===== src/rtl/toggle_pkg.sv =====
// Shared types and defaults for the Toggle stimulus driver.
// State encoding and default widths are used by the driver and its edge counter.
package toggle_pkg;
  localparam int DEF_CNT_W   = 8;
  localparam int DEF_BURST_W = 4;

  typedef enum logic [1:0] {IDLE, HIGH, LOW, FIN} state_e;
endpackage


===== src/rtl/toggle_edge_counter.sv =====
// Counts rising edges of Toggle's output1 while a run is active (saturating)
// and keeps a sticky flag for Toggle's done.
module toggle_edge_counter
  import toggle_pkg::*;
#(
  parameter int CNT_W = DEF_CNT_W
) (
  input  logic             clock,
  input  logic             reset,
  input  logic             clr,
  input  logic             busy,
  input  logic             tog_out,
  input  logic             tog_done,
  output logic [CNT_W-1:0] edge_count,
  output logic             done_seen
);
  logic             prev_q, prev_d;
  logic [CNT_W-1:0] cnt_q, cnt_d;
  logic             done_q, done_d;
  logic             rise;

  always_comb begin
    // prev tracks the level even while idle, so a level already high at start is not a rise
    prev_d = tog_out;
    rise   = busy & tog_out & ~prev_q;
    cnt_d  = cnt_q;
    done_d = done_q;
    if (clr) begin
      cnt_d  = '0;
      done_d = 1'b0;
    end else begin
      if (rise && (cnt_q != {CNT_W{1'b1}})) cnt_d = cnt_q + 1'b1;
      if (busy && tog_done) done_d = 1'b1;
    end
  end

  always_ff @(posedge clock or posedge reset) begin
    if (reset) begin
      prev_q <= 1'b0;
      cnt_q  <= '0;
      done_q <= 1'b0;
    end else begin
      prev_q <= prev_d;
      cnt_q  <= cnt_d;
      done_q <= done_d;
    end
  end

  assign edge_count = cnt_q;
  assign done_seen  = done_q;
endmodule


===== src/rtl/toggle_driver.sv =====
// Generates a programmed train of ready-high bursts for the Toggle block and
// reports Toggle's rising-edge count and done observation for the run.
module toggle_driver
  import toggle_pkg::*;
#(
  parameter int CNT_W   = DEF_CNT_W,
  parameter int BURST_W = DEF_BURST_W
) (
  input  logic               clock,
  input  logic               reset,
  input  logic               start,
  input  logic [CNT_W-1:0]   high_len,
  input  logic [CNT_W-1:0]   low_len,
  input  logic [BURST_W-1:0] bursts,
  input  logic               tog_out,
  input  logic               tog_done,
  output logic               ready,
  output logic               busy,
  output logic               finished,
  output logic [CNT_W-1:0]   edge_count,
  output logic               done_seen
);
  state_e               state_q, state_d;
  logic [CNT_W-1:0]     cnt_q, cnt_d;
  logic [CNT_W-1:0]     high_q, high_d;
  logic [CNT_W-1:0]     low_q, low_d;
  logic [BURST_W-1:0]   left_q, left_d;
  logic                 ready_q, ready_d;
  logic                 busy_q, busy_d;
  logic                 fin_q, fin_d;
  logic                 clr;

  always_comb begin
    state_d = state_q;
    cnt_d   = cnt_q;
    high_d  = high_q;
    low_d   = low_q;
    left_d  = left_q;
    ready_d = ready_q;
    busy_d  = busy_q;
    fin_d   = 1'b0;
    clr     = 1'b0;
    unique case (state_q)
      IDLE: begin
        if (start) begin
          clr = 1'b1;
          if (bursts != '0 && high_len != '0) begin
            high_d  = high_len;
            low_d   = low_len;
            left_d  = bursts;
            cnt_d   = high_len - CNT_W'(1);
            state_d = HIGH;
            ready_d = 1'b1;
            busy_d  = 1'b1;
          end else begin
            state_d = FIN;
            fin_d   = 1'b1;
          end
        end
      end
      HIGH: begin
        if (cnt_q == '0) begin
          ready_d = 1'b0;
          if (left_q > BURST_W'(1)) begin
            // a zero gap still costs one cycle so bursts never merge
            cnt_d   = (low_q == '0) ? '0 : low_q - CNT_W'(1);
            state_d = LOW;
          end else begin
            busy_d  = 1'b0;
            fin_d   = 1'b1;
            state_d = FIN;
          end
        end else begin
          cnt_d = cnt_q - CNT_W'(1);
        end
      end
      LOW: begin
        if (cnt_q == '0) begin
          left_d  = left_q - BURST_W'(1);
          cnt_d   = high_q - CNT_W'(1);
          ready_d = 1'b1;
          state_d = HIGH;
        end else begin
          cnt_d = cnt_q - CNT_W'(1);
        end
      end
      FIN: begin
        ready_d = 1'b0;
        busy_d  = 1'b0;
        state_d = IDLE;
      end
      default: state_d = IDLE;
    endcase
  end

  always_ff @(posedge clock or posedge reset) begin
    if (reset) begin
      state_q <= IDLE;
      cnt_q   <= '0;
      high_q  <= '0;
      low_q   <= '0;
      left_q  <= '0;
      ready_q <= 1'b0;
      busy_q  <= 1'b0;
      fin_q   <= 1'b0;
    end else begin
      state_q <= state_d;
      cnt_q   <= cnt_d;
      high_q  <= high_d;
      low_q   <= low_d;
      left_q  <= left_d;
      ready_q <= ready_d;
      busy_q  <= busy_d;
      fin_q   <= fin_d;
    end
  end

  assign ready    = ready_q;
  assign busy     = busy_q;
  assign finished = fin_q;

  toggle_edge_counter #(.CNT_W(CNT_W)) u_edge (
    .clock      (clock),
    .reset      (reset),
    .clr        (clr),
    .busy       (busy_q),
    .tog_out    (tog_out),
    .tog_done   (tog_done),
    .edge_count (edge_count),
    .done_seen  (done_seen)
  );
endmodule


===== config.mk =====
export PLATFORM = sky130hd
export DESIGN_NAME = toggle_driver
export DESIGN_NICKNAME = d
export VERILOG_FILES = /design/src/rtl/toggle_pkg.sv /design/src/rtl/toggle_edge_counter.sv /design/src/rtl/toggle_driver.sv
export SDC_FILE = /design/constraint.sdc
export NUM_CORES = 1
export LEC_CHECK = 0
export BUFFER_PORTS_ARGS = -buffer_cell sky130_fd_sc_hd__buf_2
export CORE_MARGIN = 2
export CORE_UTILIZATION = 31
export CTS_CLUSTER_SIZE = 14
export DETAILED_ROUTE_END_ITERATION = 8
export GPL_TIMING_DRIVEN = 0
export MAX_ROUTING_LAYER = met4
export SLEW_MARGIN = 20
export SYNTH_ARGS = -nofsm -noshare
export SYNTH_HDL_FRONTEND = slang
export SYNTH_HIERARCHICAL = 1
export SYNTH_SLANG_ARGS = --single-unit

===== constraint.sdc =====
create_clock -name clock -period 2.9 [get_ports clock]
set_clock_uncertainty 0.1 [all_clocks]
set_input_delay 0.29 -clock clock [delete_from_list [all_inputs] [get_ports clock]]
set_output_delay 0.29 -clock clock [all_outputs]
set_load 0.01 [all_outputs]

==> run summary, run 1 <==
Max stage delay on crit path - 0.43 ns
Post-synthesis cell area - 3040 um^2
Syn-to-layout area delta - 16.4%
Routability cong. - 0.912
Hold Path Class - input port to register
Endpoints failing hold - 0
Die outline height - 103 um
Global-route wire length before repair - 12400 um
Root Driver - clkbuf_8
FP Rows - 36
Max Fclk - 402 MHz
Main synth FF type - dfrtp_1
Worst Path Buf+Inv - 1
Commonest non-fill, non-tap cell in the layout - dfrtp_1
Crit path launch type - register
Quantity of I/O buffers inserted on ports - 36
Clk sinks - 43
Initial drt markers - 137
WL/cell - 15.0 um
Sequential element share of the synthesized area - 0.354
DR vias/cell - 5.21
Power share of the combinational group - 0.525
WP data arrival - 2.56 ns
Synth unique cells - 61
Final setup TNS - 0 ns
Gr usage total - 0.152
Worst-path fanout max - 10
DRT Pass-1 Iters - 4
Post-CTS setup buffer count - 0
Status - completed
DRC errors left - 0
I/O Pins - 37
Initial core utilization - 0.315
Path depth of the worst reg2reg path - 7
Post-Syn Nets - 360
Clock network fraction of total power - 0.157
Critical path required time - 2.97 ns
Core ar. - 9640 um^2
WS Path Type - register to register
CTS tree - done
Crit share post-route - 0.857
Post-layout util - 0.367
Vias in the first global route - 2516
Clk_lat worst skew - 0.30 ns
Ys Warns - 6
Nets - 404
Worst hold stages - 1
Max-slew violations - 0
Post-synthesis instance total - 321
Layout cells sized above 1 - 0.230
Most used cell along the critical path - o41ai_1
Crit-path cells - inv_1 -> ha_1 -> nor4b_2 -> nand2_1 -> and2_1 -> o41ai_1 -> o41ai_1
Final Critical Period - 2.49 ns
Initial antenna violation count - 0
NetSw - 1.61 mW
Rel. slew slack - 0.480
Flop pwr share - 0.318
Cells resized by post-CTS repair - 0
Chip width - 103 um
Pin count of the biggest net entering global routing - 34
# H-tree levels - 2
WL final - 7480 um
Worst-Margin Slew - 0.780 ns
Die area - 10600 um^2
Number of synthesized flops with an enable pin - 0
CTS buffer count - 5
Gr ovfl total - 0
Sw Share - 0.433
P_int - 2.11 mW
Worst hold slack - 0.0362 ns
CTS clk-pin slew, worst paths - 0.09 ns
Most frequent cells in the layout - 43 x dfrtp_1, 37 x buf_2, 26 x nor2_1
DPL Wire Length - 5720 um
Endpoint type of the worst setup path - register
Leakage power - 1.52 nW
ANT cells - 0
Setup Viol. Count Final - 0
Crit path max-delay cell type - dfrtp_1
Worst R2R Setup Slack - 0.41 ns
Remaining antenna violation count - 0
Cell area power density - 1050 nW/um^2
Mean area per synthesized cell - 9.46 um^2
Clock Path Buffers - 2
RSZ-0062 raised after global routing - no
Max Cap Viol - 0
DR vias - 2601
Worst IR drop on VDD - 285 uV
Cell family with most CP delay - simple AND/OR/NAND/NOR gates
Synth Register Bits - 43
Ys async rst share - 1.00
Cell depth of the worst setup path - 7
-- through the flow --
stage	instances	total power [mW]	worst slack [ns]	cell area [um^2]
2_1_floorplan	321	2.62	0.790	3040
3_3_place_gp	490	3.10	0.453	3380
3_5_place_dp	490	3.13	0.402	3380
4_1_cts	499	3.73	0.384	3530
5_1_grt	499	4.03	0.220	3530
6_report	499	3.72	0.414	3530
-- layout make-up --
cell class	count	area (um^2)
Buffer	10	70.1
Clock buffer	5	68.8
Clock inverter	3	71.3
Fill cell	1016	6110
Inverter	21	78.8
Multi-Input combinational cell	247	1810
Sequential cell	43	1080
Tap cell	133	166
Timing Repair Buffer	37	190
-- kinds of logic after synthesis --
logic type	count (synthesis)	share of synthesized area
flip-flops	43	0.354
buffers and inverters	31	0.0490
AND/OR/NAND/NOR	106	0.200
XOR/XNOR	10	0.0288
AO/OA/AOI/OAI	98	0.224
adder cells (fa/ha/maj)	14	0.0577
multiplexers	19	0.0861
-- Yosys cell counts, drive strengths merged (6+ instances only) --
cell type	count	area (um^2)
nor3	9	45.0
nand3	6	30.0
o211ai	6	45.0
nand2	15	56.3
dfrtp	43	1080
a31oi	7	43.8
o21ai	26	130
clkbuf	6	22.5
nand2b	6	37.5
inv	21	78.8
mux2	15	221
ha	14	175
nor2b	8	50.1
o21a	6	45.0
o31ai	6	45.0
nor2	27	104
a21oi	19	103
-- timing repair --
item | 4_1_cts | 5_1_grt
hold buffers | 1 | 0
endpoints found under the setup margin | 0 | 0
hold endpoints to repair | 10 | 0
-- final timing paths --
kind	startpoint	endpoint
worst max-delay path	cnt_q[0]	busy
worst min-delay path	tog_out	u_edge/prev_q
worst max register to register	cnt_q[0]	busy
worst min register to register	u_edge/done_seen	u_edge/done_seen
max in group asynchronous	reset	low_q[6]
min in group asynchronous	reset	u_edge/done_seen
-- power by group through the flow --
stage	Clock [mW]	Sequential (mW)	Combinational, mW
after floorplan	0	1.12	1.50
after global placement	0	1.18	1.92
after detailed placement	0	1.19	1.94
after CTS	0.598	1.18	1.95
after global routing	0.625	1.23	2.18
final	0.582	1.18	1.95
-- worst register-to-register path: stages (launching register included) --
cell,delay (ns)
dfrtp_1,0.43
inv_1,0.10
ha_1,0.19
nor4b_2,0.40
nand2_1,0.34
and2_1,0.31
o41ai_1,0.36
o41ai_1,0.13
-- metal layers --
metal  vias to the layer above  wire length [um]  global-route usage
met4                         0               137              0.0364
met2                        62              3440               0.242
li1                       1277                 -                   -
met3                        11               254              0.0224
met5                         -                 0                   -
met1                      1251              3650               0.204
-- sequential cells by signal (all words and copies together), names as in the netlist --
register           count
u_edge/prev_q          1
cnt_q                  8
ready                  1
u_edge/done_seen       1
state_q                2
low_q                  8
finished               1
high_q                 8
u_edge/edge_count      8
busy                   1
left_q                 4
Power figures use the tool's default switching activity.
==> run 2, diff against run 1 <==
- HOLD_SLACK_MARGIN: unset -> 0.06
==> run 2 against run 1 <==
Compared with the run above:
- core utilization rose by 0.10 points
- hold slack improved by 0.061 ns
- maximum frequency fell by 0.29%
- non-clock buffer count rose by 1
- critical path depth did not move
- sequential power barely moved
- sequential cell count did not move
- global-route usage barely moved
- largest cell class unchanged
==> run summary, run 2 (synthesis results as in run 1) <==
Max-slew violations - 0 (unchanged)
Crit share post-route - 0.860 (+0.00252)
Endpoint type of the worst setup path - register
# H-tree levels - 2 (unchanged)
Post-CTS setup buffer count - 0 (unchanged)
Rel. slew slack - 0.485 (+0.00469)
Cell area power density - 1050 nW/um^2 (-0.22%)
Crit-path cells - inv_1 -> ha_1 -> nor4b_2 -> nand2_1 -> and2_1 -> o41ai_1 -> o41ai_1
Routability cong. - 0.912 (unchanged)
DRT Pass-1 Iters - 4 (unchanged)
Worst-path fanout max - 10 (unchanged)
Max stage delay on crit path - 0.43 ns (about the same)
Dpl cells - 490 (unchanged)
Gr ovfl total - 0 (unchanged)
Die area - 10600 um^2 (unchanged)
Endpoints failing hold - 0 (unchanged)
CTS clk-pin slew, worst paths - 0.09 ns (about the same)
Hold Path Class - input port to register
CTS buffer count - 5 (unchanged)
Global-route wire length before repair - 12400 um (+0.22%)
ANT cells - 0 (unchanged)
Max Cap Viol - 0 (unchanged)
Clk sinks - 43 (unchanged)
Initial core utilization - 0.315 (unchanged)
Pin count of the biggest net entering global routing - 34 (unchanged)
WL final - 7510 um (+0.29%)
Status - completed
WL/cell - 15.0 um (about the same)
Root Driver - clkbuf_8
Final Critical Period - 2.49 ns (+0.00730 ns)
Most frequent cells in the layout - 43 x dfrtp_1, 37 x buf_2, 26 x nor2_1
Max Fclk - 401 MHz (-0.29%)
Remaining antenna violation count - 0 (unchanged)
Final setup TNS - 0 ns (unchanged)
Final Instance Count excl. Fillers - 500 (+0.20%)
Initial antenna violation count - 0 (unchanged)
DR vias/cell - 5.20 (-0.20%)
Commonest non-fill, non-tap cell in the layout - dfrtp_1
Worst IR drop on VDD - 285 uV (about the same)
Vias in the first global route - 2528 (+0.48%)
CTS tree - done
WP data arrival - 2.57 ns (about the same)
DR vias - 2601 (unchanged)
DRC errors left - 0 (unchanged)
Chip width - 103 um (unchanged)
Syn-to-layout area delta - 16.7%
I/O Pins - 37 (unchanged)
Crit path max-delay cell type - dfrtp_1
Most used cell along the critical path - o41ai_1
FP Rows - 36 (unchanged)
Critical path required time - 2.97 ns (about the same)
Clk_lat worst skew - 0.30 ns (about the same)
WS Path Type - register to register
Worst-Margin Slew - 0.773 ns (-0.00704 ns)
Nets - 405 (+0.25%)
RSZ-0062 raised after global routing - no
Layout cells sized above 1 - 0.229 (-0.000625)
Leakage power - 1.52 nW (+0.28%)
Gr usage total - 0.152 (+0.000292)
DPL Wire Length - 5720 um (unchanged)
Crit path launch type - register
Clock Path Buffers - 2 (unchanged)
Die outline height - 103 um (unchanged)
Fillers - 1015 (-0.098%)
Initial drt markers - 125 (-8.8%)
Quantity of I/O buffers inserted on ports - 36 (unchanged)
Setup Viol. Count Final - 0 (unchanged)
Core ar. - 9640 um^2 (unchanged)
[run 2: cell count changes in the layout (fill, tap and decap cells not counted), sizes merged]
| cell | delta |
|---|---|
| dlygate4sd3 | +1 |
[run 2: stage by stage]
| step | total power [mW] | instance area (um^2) | utilization | hold WS (ns) | setup WS, ns |
|---|---|---|---|---|---|
| 2_1_floorplan | 2.62 | 3040 | - | 0.0302 | 0.790 |
| 3_3_place_gp | 3.10 | 3380 | 0.351 | 0.198 | 0.453 |
| 3_5_place_dp | 3.13 | 3380 | 0.351 | 0.200 | 0.402 |
| 4_1_cts | 3.73 | 3540 | 0.368 | 0.0979 | 0.384 |
| 5_1_grt | 4.04 | 3540 | 0.368 | 0.110 | 0.220 |
| 6_report | 3.72 | 3540 | 0.368 | 0.0969 | 0.407 |
[run 2: per-layer routing]
metal | routed length (um) | GRT usage | share of wire | vias up
met5 | 0 | - | 0 | -
met2 | 3450 | 0.243 | 0.46 | 62
met4 | 137 | 0.0364 | 0.018 | 0
li1 | - | - | - | 1279
met3 | 245 | 0.0224 | 0.033 | 11
met1 | 3670 | 0.204 | 0.49 | 1249
[run 2: path summary, 6_finish.rpt]
check                                  from                to  slack [ns]  cells after the start
min in group asynchronous             reset  u_edge/done_seen        0.41                      3
max reg2reg                        cnt_q[0]              busy        0.41                      7
min reg2reg                u_edge/done_seen  u_edge/done_seen        0.40                      2
min                              low_len[0]          low_q[0]         0.1                      3
max                                cnt_q[0]              busy        0.41                      7
max in group asynchronous             reset          low_q[6]        1.66                      3
[run 2: critical path, delay by kind of cell (launching register included)]
| family | cells | cell delay, ns |
|---|---|---|
| AOI/OAI and AO/OA | 2 | 0.49 |
| DFF | 1 | 0.43 |
| adders and majority gates | 1 | 0.19 |
| buffers and inverters | 1 | 0.10 |
| and+or+nand+nor | 3 | 1.06 |
[run 2: repair_timing]
item	in CTS	in global routing
hold endpoints to repair	44	0
hold buffers	2	0
gates resized for setup	0	0
[run 2: power breakdown]
part / switching, mW / leakage [nW] / internal (mW)
clock network: 0.232 / 0.0703 / 0.350
registers: 0.321 / 0.526 / 0.862
logic: 1.06 / 0.923 / 0.896
total: 1.61 / 1.52 / 2.11
[run 2: cell type report]
type	count	area, um^2	area share
clock buffer	5	68.8	0.0194
clock inverter	3	71.3	0.0201
multi-input combinational	247	1810	0.511
inverter	21	78.8	0.0222
timing repair buffer	38	200	0.0565
sequential	43	1080	0.304
buffer	10	70.1	0.0198
tap	133	166	0.0470
==> run 3, diff against run 2 <==
--- a/config.mk
+++ b/config.mk
@@ -7,4 +7,5 @@
 export LEC_CHECK = 0
 export BUFFER_PORTS_ARGS = -buffer_cell sky130_fd_sc_hd__buf_2
+export CAP_MARGIN = 20
 export CORE_MARGIN = 2
 export CORE_UTILIZATION = 31
@@ -14,4 +15,5 @@
 export HOLD_SLACK_MARGIN = 0.06
 export MAX_ROUTING_LAYER = met4
+export REMOVE_ABC_BUFFERS = 1
 export SLEW_MARGIN = 20
 export SYNTH_ARGS = -nofsm -noshare
--- a/constraint.sdc
+++ b/constraint.sdc
@@ -3,3 +3,3 @@
 set_input_delay 0.29 -clock clock [delete_from_list [all_inputs] [get_ports clock]]
 set_output_delay 0.29 -clock clock [all_outputs]
-set_load 0.01 [all_outputs]
+set_load 0.1 [all_outputs]
==> run 3 against run 2 <==
Compared with the run above:
- die area did not move
- sequential share of layout area rose by 0.76 points
- worst setup slack got worse by 0.060 ns
- combinational power rose by 10%
- sequential cell count did not move
- critical path type unchanged
- largest power group unchanged
==> run summary, run 3 (synthesis results as in run 1) <==
Gr ovfl total - 0 (unchanged)
Nets - 396 (-2.2%)
Flop pwr share - 0.311 (-0.007)
Endpoint type of the worst setup path - register
Worst-Margin Slew - 0.704 ns (-0.0694 ns)
Fillers - 1010 (-0.49%)
Met3 GRT Util - 0.0244 (+0.00203)
Root Driver - clkbuf_8
Most utilized layer in the global route result - met2
NetSw - 1.86 mW (+16%)
R2r endpoint - cnt_q[2]
Core ar. - 9640 um^2 (unchanged)
Worst R2R Setup Slack - 0.35 ns (-0.06 ns)
Crit path max-delay cell type - or3b_2
Cell depth of the worst setup path - 7 (unchanged)
P_int - 1.98 mW (-6.0%)
Die area - 10600 um^2 (unchanged)
Max Cap Viol - 0 (unchanged)
Most frequent cells in the layout - 43 x dfrtp_1, 36 x buf_2, 26 x nor2_1
Path depth of the worst reg2reg path - 7 (unchanged)
CTS tree - done
Worst Path Buf+Inv - 1 (unchanged)
Worst hold slack - 0.101 ns (+0.00374 ns)
Clock Path Buffers - 2 (unchanged)
RSZ-0062 raised after global routing - no
CTS clk-pin slew, worst paths - 0.09 ns (about the same)
Met1 GRT Util - 0.199 (-0.00503)
Status - completed
# H-tree levels - 2 (unchanged)
Pin count of the biggest net entering global routing - 34 (unchanged)
WP data arrival - 2.62 ns (+0.05 ns)
Max-slew violations - 0 (unchanged)
Layout cells sized above 1 - 0.226 (-0.00263)
Post-CTS setup buffer count - 0 (unchanged)
Routability cong. - 0.835 (-8.4%)
I/O Pins - 37 (unchanged)
Remaining antenna violation count - 0 (unchanged)
Worst-path fanout max - 5 (-5)
Commonest non-fill, non-tap cell in the layout - dfrtp_1
Gr usage total - 0.148 (-0.00438)
Critical path required time - 2.97 ns (about the same)
Hold Path Class - input port to register
Leakage power - 1.48 nW (-2.6%)
Final Critical Period - 2.55 ns (+0.0604 ns)
Crit share post-route - 0.881 (+0.0208)
WL final - 7360 um (-1.9%)
Syn-to-layout area delta - 13.8%
Global-route wire length before repair - 11900 um (-3.9%)
Vias in the first global route - 2452 (-3.0%)
Endpoints failing hold - 0 (unchanged)
FF-to-FF Start - low_q[0]
DRT Pass-1 Iters - 4 (unchanged)
Setup Viol. Count Final - 0 (unchanged)
Cell family with most CP delay - simple AND/OR/NAND/NOR gates
Clk_lat worst skew - 0.30 ns (about the same)
WS Path Type - register to register
Setup ws final - 0.346 ns (-0.0604 ns)
Sw Share - 0.484 (+0.0514)
Initial antenna violation count - 0 (unchanged)
Worst IR drop on VDD - 545 uV (+91%)
DRC errors left - 0 (unchanged)
Die outline height - 103 um (unchanged)
Initial drt markers - 136 (+8.8%)
GRT met2 Usage - 0.225 (-0.0175)
Critical path destination - cnt_q[2]
Dpl ws - 0.381 ns (-0.0214 ns)
Crit-path cells - inv_1 -> ha_1 -> or3b_2 -> o21ai_1 -> nor3_1 -> nor4b_1 -> o22ai_1
DR vias/cell - 5.18 (-0.52%)
DR vias - 2541 (-2.3%)
Crit path launch type - register
CP startpoint - low_q[0]
ANT cells - 0 (unchanged)
DPL Wire Length - 5460 um (-4.7%)
Power share of the combinational group - 0.560 (+0.035)
Quantity of I/O buffers inserted on ports - 36 (unchanged)
Max Fclk - 392 MHz (-2.4%)
Post-layout util - 0.359 (-0.00896)
Clk sinks - 43 (unchanged)
Rel. slew slack - 0.530 (+0.0456)
Clock network fraction of total power - 0.129 (-0.028)
Max stage delay on crit path - 0.47 ns (+0.04 ns)
Hold-fix buffers, CTS - 2 (unchanged)
Cells resized by post-CTS repair - 0 (unchanged)
Chip width - 103 um (unchanged)
Final setup TNS - 0 ns (unchanged)
CTS buffer count - 5 (unchanged)
FP Rows - 36 (unchanged)
WL/cell - 15.0 um (-0.11%)
Initial core utilization - 0.315 (unchanged)
Cell area power density - 1110 nW/um^2 (+5.9%)
==> run 3: tightest hold or removal path, stage by stage <==
cell	delay [ns]
buf_2	0.07
nand2_1	0.04
o21ai_0	0.06
==> run 3: worst min path at each step <==
stage,to,slack (ns),depth (start not counted),startpoint
after floorplan,u_edge/done_seen,0.03,1,reset
after global placement,u_edge/done_seen,0.21,2,reset
after detailed placement,u_edge/done_seen,0.21,2,reset
after CTS,low_q[1],0.09,3,low_len[1]
after global routing,low_q[3],0.11,2,low_len[3]
final,low_q[0],0.10,3,low_len[0]
==> run 3: power groups by stage <==
stage | registers (mW) | logic, mW | clock network [mW]
floorplan | 1.40 | 1.43 | 0
global placement | 1.19 | 2.08 | 0
detailed placement | 1.20 | 2.13 | 0
CTS | 1.19 | 2.15 | 0.513
global route | 1.24 | 2.38 | 0.539
finish | 1.20 | 2.15 | 0.494
==> run 3: metrics by stage <==
step	instance area (um^2)	power (mW)	std cells
6_report	3460	3.84	491
5_1_grt	3460	4.16	491
4_1_cts	3460	3.86	491
3_5_place_dp	3320	3.33	481
3_3_place_gp	3310	3.27	480
2_1_floorplan	2970	2.83	311
==> run 3: final cells by class <==
cell class	instances	area (um^2)	area share
Sequential cell	43	1080	0.311
Clock buffer	5	68.8	0.0199
Timing Repair Buffer	39	208	0.0601
Clock inverter	3	47.5	0.0138
Multi-Input combinational cell	247	1810	0.524
Tap cell	133	166	0.0481
Inverter	21	78.8	0.0228
==> run 3: layer usage <==
metal | vias up | share of wire
li1 | 1251 | -
met1 | 1224 | 0.48
met2 | 55 | 0.47
met3 | 11 | 0.036
met4 | 0 | 0.019
met5 | - | 0
